## config.mk

```make
export PLATFORM = sky130hd
export DESIGN_NAME = cic_interp
export DESIGN_NICKNAME = d
export VERILOG_FILES = /design/src/rtl/cic_interp.sv
export SDC_FILE = /design/constraint.sdc
export NUM_CORES = 1
export LEC_CHECK = 0
export CORE_MARGIN = 4
export CORE_UTILIZATION = 50
export CTS_CLUSTER_SIZE = 40
export DETAILED_ROUTE_END_ITERATION = 16
export MAX_ROUTING_LAYER = met4
export PLACE_DENSITY_LB_ADDON = 0.08
export SLEW_MARGIN = 20
export SYNTH_ARGS = -nofsm -noshare
export SYNTH_HDL_FRONTEND = slang
export SYNTH_SLANG_ARGS = --single-unit
```

## constraint.sdc

```tcl
create_clock -name clk_div -period 7.1 [get_ports clk_div]
set_clock_uncertainty 0.1 [all_clocks]
set_input_delay 0.71 -clock clk_div [delete_from_list [all_inputs] [get_ports clk_div]]
set_output_delay 0.71 -clock clk_div [all_outputs]
set_load 0.1 [all_outputs]
```

## src/rtl/cic_interp.sv

```systemverilog
// N-stage CIC interpolator: comb chain at the input rate, zero-stuffing by R = 2**os_sel,
// integrator chain at the output rate, gain normalisation by an arithmetic right shift and
// saturation to the output width. Input and output use valid/ready handshakes.
module cic_interp #(
    parameter int unsigned IDW = 16,
    parameter int unsigned ODW = 16,
    parameter int unsigned N   = 2,
    parameter int unsigned IW  = IDW + 6 * N
) (
    input  logic           clk_div,
    input  logic           reset_n,
    input  logic [2:0]     os_sel,
    input  logic [IDW-1:0] in_data,
    input  logic           in_valid,
    output logic           in_ready,
    output logic [ODW-1:0] out_data,
    output logic           out_valid,
    input  logic           out_ready,
    output logic           sat_pulse
);

    typedef enum logic [0:0] {StIdle, StRun} state_e;

    state_e         state_q, state_d;
    logic [2:0]     sel_q, sel_d;
    logic [5:0]     phase_q, phase_d;
    logic [IW-1:0]  dly_q [N];
    logic [IW-1:0]  dly_d [N];
    logic [IW-1:0]  comb_q, comb_d;
    logic [IW-1:0]  integ_q [N];
    logic [IW-1:0]  integ_d [N];
    logic [ODW-1:0] out_data_q, out_data_d;
    logic           out_valid_q, out_valid_d;
    logic           sat_q, sat_d;

    logic           enabled;
    logic           adv;
    logic           last_phase;
    logic [6:0]     phase_last;
    logic           in_ready_int;
    logic           in_fire;
    logic [IW-1:0]  dly_in [N];
    logic [IW-1:0]  comb_out;
    logic [IW-1:0]  integ_new [N];
    logic [4:0]     shift_amt;
    logic [IW-1:0]  shifted;
    logic [IW-ODW:0] hi_bits;
    logic           clip;
    logic [ODW-1:0] clipped;

    assign enabled    = (os_sel != 3'd0) && (os_sel != 3'd7);
    assign adv        = ~out_valid_q | out_ready;
    assign phase_last = (7'd1 << sel_q) - 7'd1;
    assign last_phase = ({1'b0, phase_q} == phase_last);

    // Input handshake: always open in IDLE, only on the final zero-stuff phase in RUN.
    always_comb begin
        in_ready_int = 1'b0;
        if (enabled) begin
            if (state_q == StIdle) begin
                in_ready_int = 1'b1;
            end else begin
                in_ready_int = adv & last_phase;
            end
        end
    end

    assign in_fire  = in_valid & in_ready_int;
    // Reset gates only the port so the flops never see reset_n as data.
    assign in_ready = in_ready_int & reset_n;

    // Comb chain evaluated on the incoming sample; dly_in holds each stage's new delay value.
    always_comb begin
        logic [IW-1:0] acc;
        acc = {{(IW - IDW){in_data[IDW-1]}}, in_data};
        for (int unsigned k = 0; k < N; k++) begin
            dly_in[k] = acc;
            acc       = acc - dly_q[k];
        end
        comb_out = acc;
    end

    // Cascaded integrators: each stage adds the freshly updated value of the previous one.
    always_comb begin
        logic [IW-1:0] acc;
        acc = (phase_q == 6'd0) ? comb_q : '0;
        for (int unsigned k = 0; k < N; k++) begin
            acc          = integ_q[k] + acc;
            integ_new[k] = acc;
        end
    end

    // Remove the R**(N-1) gain, then clip to the output range.
    always_comb begin
        shift_amt = 5'((N - 1) * 32'(sel_q));
        shifted   = $signed(integ_new[N-1]) >>> shift_amt;
        hi_bits   = shifted[IW-1:ODW-1];
        clip      = !((&hi_bits) || !(|hi_bits));
        if (!clip) begin
            clipped = shifted[ODW-1:0];
        end else if (shifted[IW-1]) begin
            clipped = {1'b1, {(ODW - 1){1'b0}}};
        end else begin
            clipped = {1'b0, {(ODW - 1){1'b1}}};
        end
    end

    // Next-state logic for the control FSM, comb and integrator state and output register.
    always_comb begin
        state_d     = state_q;
        sel_d       = sel_q;
        phase_d     = phase_q;
        comb_d      = comb_q;
        dly_d       = dly_q;
        integ_d     = integ_q;
        out_data_d  = out_data_q;
        out_valid_d = out_valid_q;
        sat_d       = sat_q;
        if (!enabled) begin
            state_d     = StIdle;
            sel_d       = '0;
            phase_d     = '0;
            comb_d      = '0;
            dly_d       = '{default: '0};
            integ_d     = '{default: '0};
            out_data_d  = '0;
            out_valid_d = 1'b0;
            sat_d       = 1'b0;
        end else begin
            if (in_fire) begin
                sel_d   = os_sel;
                comb_d  = comb_out;
                dly_d   = dly_in;
                phase_d = '0;
                state_d = StRun;
            end
            if (state_q == StIdle) begin
                if (adv) begin
                    // Underrun: nothing to emit, integrators hold.
                    out_valid_d = 1'b0;
                    sat_d       = 1'b0;
                end
            end else if (adv) begin
                integ_d     = integ_new;
                out_data_d  = clipped;
                out_valid_d = 1'b1;
                sat_d       = clip;
                if (!last_phase) begin
                    phase_d = phase_q + 6'd1;
                end else if (!in_fire) begin
                    state_d = StIdle;
                end
            end
        end
    end

    // State registers with asynchronous clear.
    always_ff @(posedge clk_div or negedge reset_n) begin
        if (!reset_n) begin
            state_q     <= StIdle;
            sel_q       <= '0;
            phase_q     <= '0;
            comb_q      <= '0;
            dly_q       <= '{default: '0};
            integ_q     <= '{default: '0};
            out_data_q  <= '0;
            out_valid_q <= 1'b0;
            sat_q       <= 1'b0;
        end else begin
            state_q     <= state_d;
            sel_q       <= sel_d;
            phase_q     <= phase_d;
            comb_q      <= comb_d;
            dly_q       <= dly_d;
            integ_q     <= integ_d;
            out_data_q  <= out_data_d;
            out_valid_q <= out_valid_d;
            sat_q       <= sat_d;
        end
    end

    assign out_data  = out_data_q;
    assign out_valid = out_valid_q;
    assign sat_pulse = sat_q;

endmodule
```

==> results.cfg, run 1 <==
[global_routing]
grt_pass1_vias = 10400
overflow = 0
grtUsageMet2_pct = 35.1
use_met1_pct = 29.9
grt_util_met3_pct = 2.86
number_of_antenna_violations_at_the_first_check_in_global_routing = 0
grt-busiest-layer = met2
grtUsageTotal_pct = 21.9
pin_count_of_the_biggest_net_entering_global_routing = 77
grt_first_pass_wirelength_um = 50600

[sta]
slew_violations = 0
report.final.setup_viol = 0
tightest_slew_margin_relative_to_the_limit_pct = 35.0
period_share_pct = 95.8
clock.fmax_mhz = 147
worst_pin_slew_ns = 0.972
final_critical_path_time_including_i_o_delays_and_setup_ns = 6.80
report.final.hold_viol_count = 0

[die]
top_level_ports = 42
die_outline_height_um = 167
width_of_the_die_um = 167
floorplan.core_area_mm2 = 0.0251
die_area_mm2 = 0.0280
initial_utilization_pct = 50.6
row_count = 58

[cells_and_area]
fin_util_pct = 56.8
n_fill_cell = 2319
antenna-diode-count = 0
stdcell_area_mm2 = 0.0143
nets = 1683
layout-area-overhead-vs-synth_pct = 12.3
post_route_cells_drive_above_1_share_pct = 9.77

[job]
max_cap_viol_count = 0

[setup_path]
timing.critical_path.arrival_ns = 7.07
critPathMaxStageDelay_ns = 0.41
worstSetupEndpointType = flip-flop
timing.critical_path.fanout_max = 13
timing.setup.critical_path_class = reg -> reg
critical-path-slowest-cell = fa_1
critical_path.startpoint_type = flip-flop
path_common_cell = ha_1
worst_ep_required_time_ns = 7.37

[synth]
syn_avg_cell_area_um2 = 8.35
synth_area_leader_cell = dfrtp_1
ys_types = 94
yosysWarningCount = 0
netlist.area_leader.share_pct = 30.7
synth_enable_flop_cells = 0
syn_nets = 1652
syn_inst = 1522
ys_seq_area_share_pct = 30.7
total_of_flip_flops_plus_latches_after_synthesis = 156
netlist_top_cells_area = dfrtp_1 (31%), ha_1 (10%), nand2_1 (6.3%), a21oi_1 (5.5%), xnor2_1 (3.8%)
async_reset_ff_share_pct = 100
syn-cell-area_mm2 = 0.0127
most_common_flop_cell_mapped_by_yosys = dfrtp_1

[clock_tree]
path_clk_slew_ns = 0.07
htree_levels = 4
clkLatencyLatePin_ns = 0.44
cts-hold-fix-buffers = 0
max-clock-path-buffers = 2
cts-buffers-inserted = 17
clock_sink_count = 156
cts_tree = done
cts_root_buf = clkbuf_16

[routing]
detail-route-antenna-nets = 0
drtPass1Iterations = 4
route.detailed.drc = 0
via_per_inst = 5.68
drt_wl_total_um = 29800
detailroute.via_count = 10800
routed_wire_length_per_instance_um = 15.7
drt_iter0_markers = 615

[place]
portBuffers = 41
routabilityCongestion = 0.893
placed_area_mm2 = 0.0135
place.detailed.hpwl_um = 21700

[status]
run_status = complete, no violations

[worst_hold_path]
min_path_type = in -> async
[routing by layer]
metal | vias to the layer above | part of all wire (%)
met2 | 196 | 47
met5 | - | 0
met3 | 26 | 3.4
met4 | 0 | 1.4
met1 | 5054 | 49
li1 | 5499 | -
[per-stage QoR]
stage,instances,hold slack [ns],worst slack [ns],setup TNS [ns]
floorplan,1522,0.314,0.596,0
detailed placement,1856,0.366,0.101,0
global placement,1856,0.361,0.308,0
global route,1896,0.0975,-0.0543,-0.414
CTS,1888,0.0742,0.0716,0
finish,1896,0.0747,0.299,0
[Yosys cell counts, types with 11 or more instances]
cell type and count:
nand2_1 212, dfrtp_1 156, a21oi_1 140, ha_1 103, nor2_1 94, inv_1 73, o21ai_0 73, a21o_1 55
xnor2_1 55, nand3_1 54, clkbuf_1 49, and2_1 41, o31ai_1 41, xor2_1 35, nor3_1 27, nand2b_1 25
mux2i_1 22, buf_1 20, a211oi_1 18, a221o_1 14, and3_1 14, nor2b_1 13, o21ai_1 13, o21bai_1 13
o21a_1 12, o211ai_1 11
[critical path: cells and delay by family (launching register included)]
family	cells	cell delay [ns]
xor+xnor	1	0.20
mux	1	0.29
flops	1	0.39
fa+ha+maj	4	1.10
buf+inv	3	0.38
compound gates	15	3.49
simple gates	7	0.79
[flip-flops by register name (all words and copies together), names as in the netlist]
name,cells
state_q,1
out_data,16
sat_pulse,1
comb_q,28
out_valid,1
sel_q,3
phase_q,6
integ_q,56
dly_q,44
[repair_timing]
item | CTS | global route
gates resized for setup | 0 | 22
endpoints found under the setup margin | 0 | 16
setup buffers | 0 | 8
[final cells by class]
type	count	area, µm²	area share, %
clock buffer	18	429	3.01
clock inverter	14	135	0.948
inverter	73	274	1.92
multi-input combinational	1218	8330	58.4
sequential	156	3910	27.4
tap	330	413	2.90
timing repair buffer	87	773	5.42
[cell usage in the layout (no fill, tap or decap), types with 14 or more instances in the layout]
cell type        synthesis  layout
clkdlybuf4s50_1          0      40
nor3_1                  27      27
a21o_1                  55      55
inv_1                   73      73
and3_1                  14      14
nand2b_1                25      25
buf_4                    0      44
xor2_1                  35      33
a221o_1                 14      14
o21ai_0                 73      70
a211oi_1                18      17
ha_1                   103     101
and2_1                  41      39
clkbuf_16                0      17
o21ai_1                 13      16
dfrtp_1                156     155
o31ai_1                 41      41
mux2i_1                 22      22
nor2_1                  94      94
a21oi_1                140     135
nand2_1                212     210
xnor2_1                 55      54
nand3_1                 54      54
[cells by family (layout without fill, tap and decap cells)]
logic type,count (synthesis),in the layout,share of synthesized area (%)
muxes,36,36,3.45
DFF,156,156,30.7
adders and majority gates,107,107,10.8
and+or+nand+nor,520,520,19.3
buffers and inverters,148,192,4.53
xor gates and xnor gates,93,93,6.64
AOI/OAI and AO/OA,462,462,24.6
[path summary, 6_finish.rpt]
kind / startpoint / endpoint / slack, ns / cells past startpoint
max: phase_q[0]$_DFF_PN0_ / out_data[10]$_DFFE_PN0P_ / 0.30 / 31
min: reset_n / out_valid$_DFFE_PN0P_ / 0.07 / 1
max reg2reg: phase_q[0]$_DFF_PN0_ / out_data[10]$_DFFE_PN0P_ / 0.30 / 31
min reg2reg: dly_q[21]$_DFFE_PN0P_ / dly_q[21]$_DFFE_PN0P_ / 0.38 / 1
max in group asynchronous: reset_n / dly_q[14]$_DFFE_PN0P_ / 5.23 / 3
min in group clk_div: dly_q[21]$_DFFE_PN0P_ / dly_q[21]$_DFFE_PN0P_ / 0.38 / 1
Power of run 1 is left out: the tool's default activity adds up to more than one toggle a clock period on the data nets, which glitch-free logic cannot reach.
==> run 2: changes to the inputs <==
--- a/config.mk
+++ b/config.mk
@@ -11,6 +11,7 @@
 export DETAILED_ROUTE_END_ITERATION = 16
 export MAX_ROUTING_LAYER = met4
 export PLACE_DENSITY_LB_ADDON = 0.08
+export RECOVER_POWER = 50
 export SLEW_MARGIN = 20
 export SYNTH_ARGS = -nofsm -noshare
 export SYNTH_HDL_FRONTEND = slang
==> run 2 against run 1 <==
Effect of this change:
- the flow now finishes with violations (capacitance limit, slew limit)
- hold slack better by 0.30 ns
- first-iteration DRC count is 2.1% lower
- maximum frequency hardly changed
- final cell count stayed put
- utilization is 0.060 points lower
- worst setup slack better by 0.0032 ns
- final area is 0.11% lower
- critical path depth stayed put
- sequential share of layout area hardly changed
- critical endpoint unchanged
- largest cell class unchanged
- highest routed layer unchanged
==> results.cfg, run 2 (same netlist as run 1, synthesis figures left out) <==
[status]
run_status = finished, violations left
violations = capacitance limit, slew limit

[die]
floorplan.core_area_mm2 = 0.0251
die_area_mm2 = 0.0280
row_count = 58
initial_utilization_pct = 50.6
width_of_the_die_um = 167
die_outline_height_um = 167
top_level_ports = 42

[setup_path]
critical_path.startpoint_type = flip-flop
path_common_cell = ha_1
critical-path-slowest-cell = fa_1
worst_ep_required_time_ns = 7.36
worst-r2r-cell-count = 31
timing.critical_path.fanout_max = 13
worstSetupEndpointType = flip-flop
timing.setup.critical_path_class = reg -> reg
regToRegStartpoint = phase_q[0]$_DFF_PN0_
regToRegSetupSlack_ns = 0.30
critPathMaxStageDelay_ns = 0.41
worstPathBufferInverterCount = 3
timing.critical_path.arrival_ns = 7.06
crit_family = compound AO/OA/AOI/OAI gates
r2r-end = out_data[10]$_DFFE_PN0P_

[worst_hold_path]
hold-path-endpoint = dly_q[21]$_DFFE_PN0P_
min_path_type = reg -> reg
launch_point_of_the_worst_hold_path = dly_q[21]$_DFFE_PN0P_
worstHoldPathCells = 1

[cells_and_area]
registers_with_the_highest_flip_flop_counts = integ_q x56, dly_q x44, comb_q x28
antenna-diode-count = 0
final_common_cell = nand2_1
nets = 1683
post_route_cells_drive_above_1_share_pct = 9.58
largest-register = integ_q
largest_register_ffs = 56
layout-area-overhead-vs-synth_pct = 12.2
layout_common_cells = nand2_1 (210), dfrtp_1 (155), a21oi_1 (135)

[routing]
drtPass1Iterations = 4
detailroute.via_count = 10800
drt_wl_total_um = 29800
drt_iter0_markers = 602
via_per_inst = 5.69
detail-route-antenna-nets = 0
routed_wire_length_per_instance_um = 15.7
route.detailed.drc = 0

[global_routing]
grt_first_pass_wirelength_um = 50600
grtUsageTotal_pct = 21.9
overflow = 0
pin_count_of_the_biggest_net_entering_global_routing = 77
grt_pass1_vias = 10400
number_of_antenna_violations_at_the_first_check_in_global_routing = 0

[clock_tree]
clkLatencyLatePin_ns = 0.43
cts_root_buf = clkbuf_16
max-clock-path-buffers = 2
clock_sink_count = 156
cts-buffers-inserted = 17
path_clk_slew_ns = 0.07
cts_tree = done
htree_levels = 4

[sta]
report.final.hold_viol_count = 0
worst_pin_slew_ns = 2.79
clock.fmax_mhz = 147
setup-tns-final_ns = 0
period_share_pct = 95.7
tightest_slew_margin_relative_to_the_limit_pct = -85.7
slew_violations = 140
final_critical_path_time_including_i_o_delays_and_setup_ns = 6.80
report.final.setup_viol = 0

[job]
max_cap_viol_count = 3

[place]
portBuffers = 41
routabilityCongestion = 0.893
place.detailed.hpwl_um = 21700
## run 2: cell count changes in the layout (fill, tap and decap cells not counted), sizes merged
cell / delta
clkbuf: +3
buf: -3
dlygate4sd3: +3
clkdlybuf4s50: -3
## run 2: how the worst max path moves through the flow
stage | cells after the start | end | start
after floorplan | 31 | out_data[14]$_DFFE_PN0P_ | phase_q[0]$_DFF_PN0_
after global placement | 30 | out_data[14]$_DFFE_PN0P_ | phase_q[0]$_DFF_PN0_
after detailed placement | 31 | out_data[14]$_DFFE_PN0P_ | phase_q[0]$_DFF_PN0_
after CTS | 32 | out_data[14]$_DFFE_PN0P_ | phase_q[0]$_DFF_PN0_
after global routing | 33 | out_data[7]$_DFFE_PN0P_ | phase_q[0]$_DFF_PN0_
final | 31 | out_data[10]$_DFFE_PN0P_ | phase_q[0]$_DFF_PN0_
## run 2: stage by stage
stage | instances | area, µm² | hold WS (ns) | setup slack [ns] | util [%]
after CTS | 1888 | 14100 | 0.0742 | 0.0716 | 56.1
after detailed placement | 1856 | 13500 | 0.366 | 0.101 | 53.9
after global routing | 1896 | 14200 | 0.404 | -0.0543 | 56.7
final | 1896 | 14200 | 0.377 | 0.302 | 56.7
after global placement | 1856 | 13500 | 0.361 | 0.308 | 53.9
after floorplan | 1522 | 12700 | 0.314 | 0.596 | -
## run 2: routing by layer
| layer | global-route usage, % | wire (µm) |
|---|---|---|
| met1 | 29.9 | 14500 |
| met2 | 35.1 | 13900 |
| met3 | 2.86 | 1000 |
| met4 | 5.08 | 428 |
| met5 | - | 0 |
## run 2: cell type report
| cell class | instances | area (µm²) |
|---|---|---|
| inverters | 73 | 274 |
| multi-input cells | 1218 | 8330 |
| clock buffers | 18 | 429 |
| repair buffers | 87 | 758 |
| clock inverters | 14 | 135 |
| flip-flops and latches | 156 | 3910 |
| fillers | 2318 | 10900 |
| well taps | 330 | 413 |
## run 2: worst register-to-register path, delay by kind of cell (launching register included)
kind | cells | cell delay [ns]
compound gates | 15 | 3.49
xor+xnor | 1 | 0.20
fa+ha+maj | 4 | 1.10
buf+inv | 3 | 0.38
flops | 1 | 0.39
mux | 1 | 0.29
simple gates | 7 | 0.80
## run 2: repair_timing
item                       in CTS  in global routing
resized for setup               0                 22
hold buffers                    0                  0
setup endpoints to repair       0                 16
setup buffers                   0                  8
Power of run 2 is left out for the same reason.
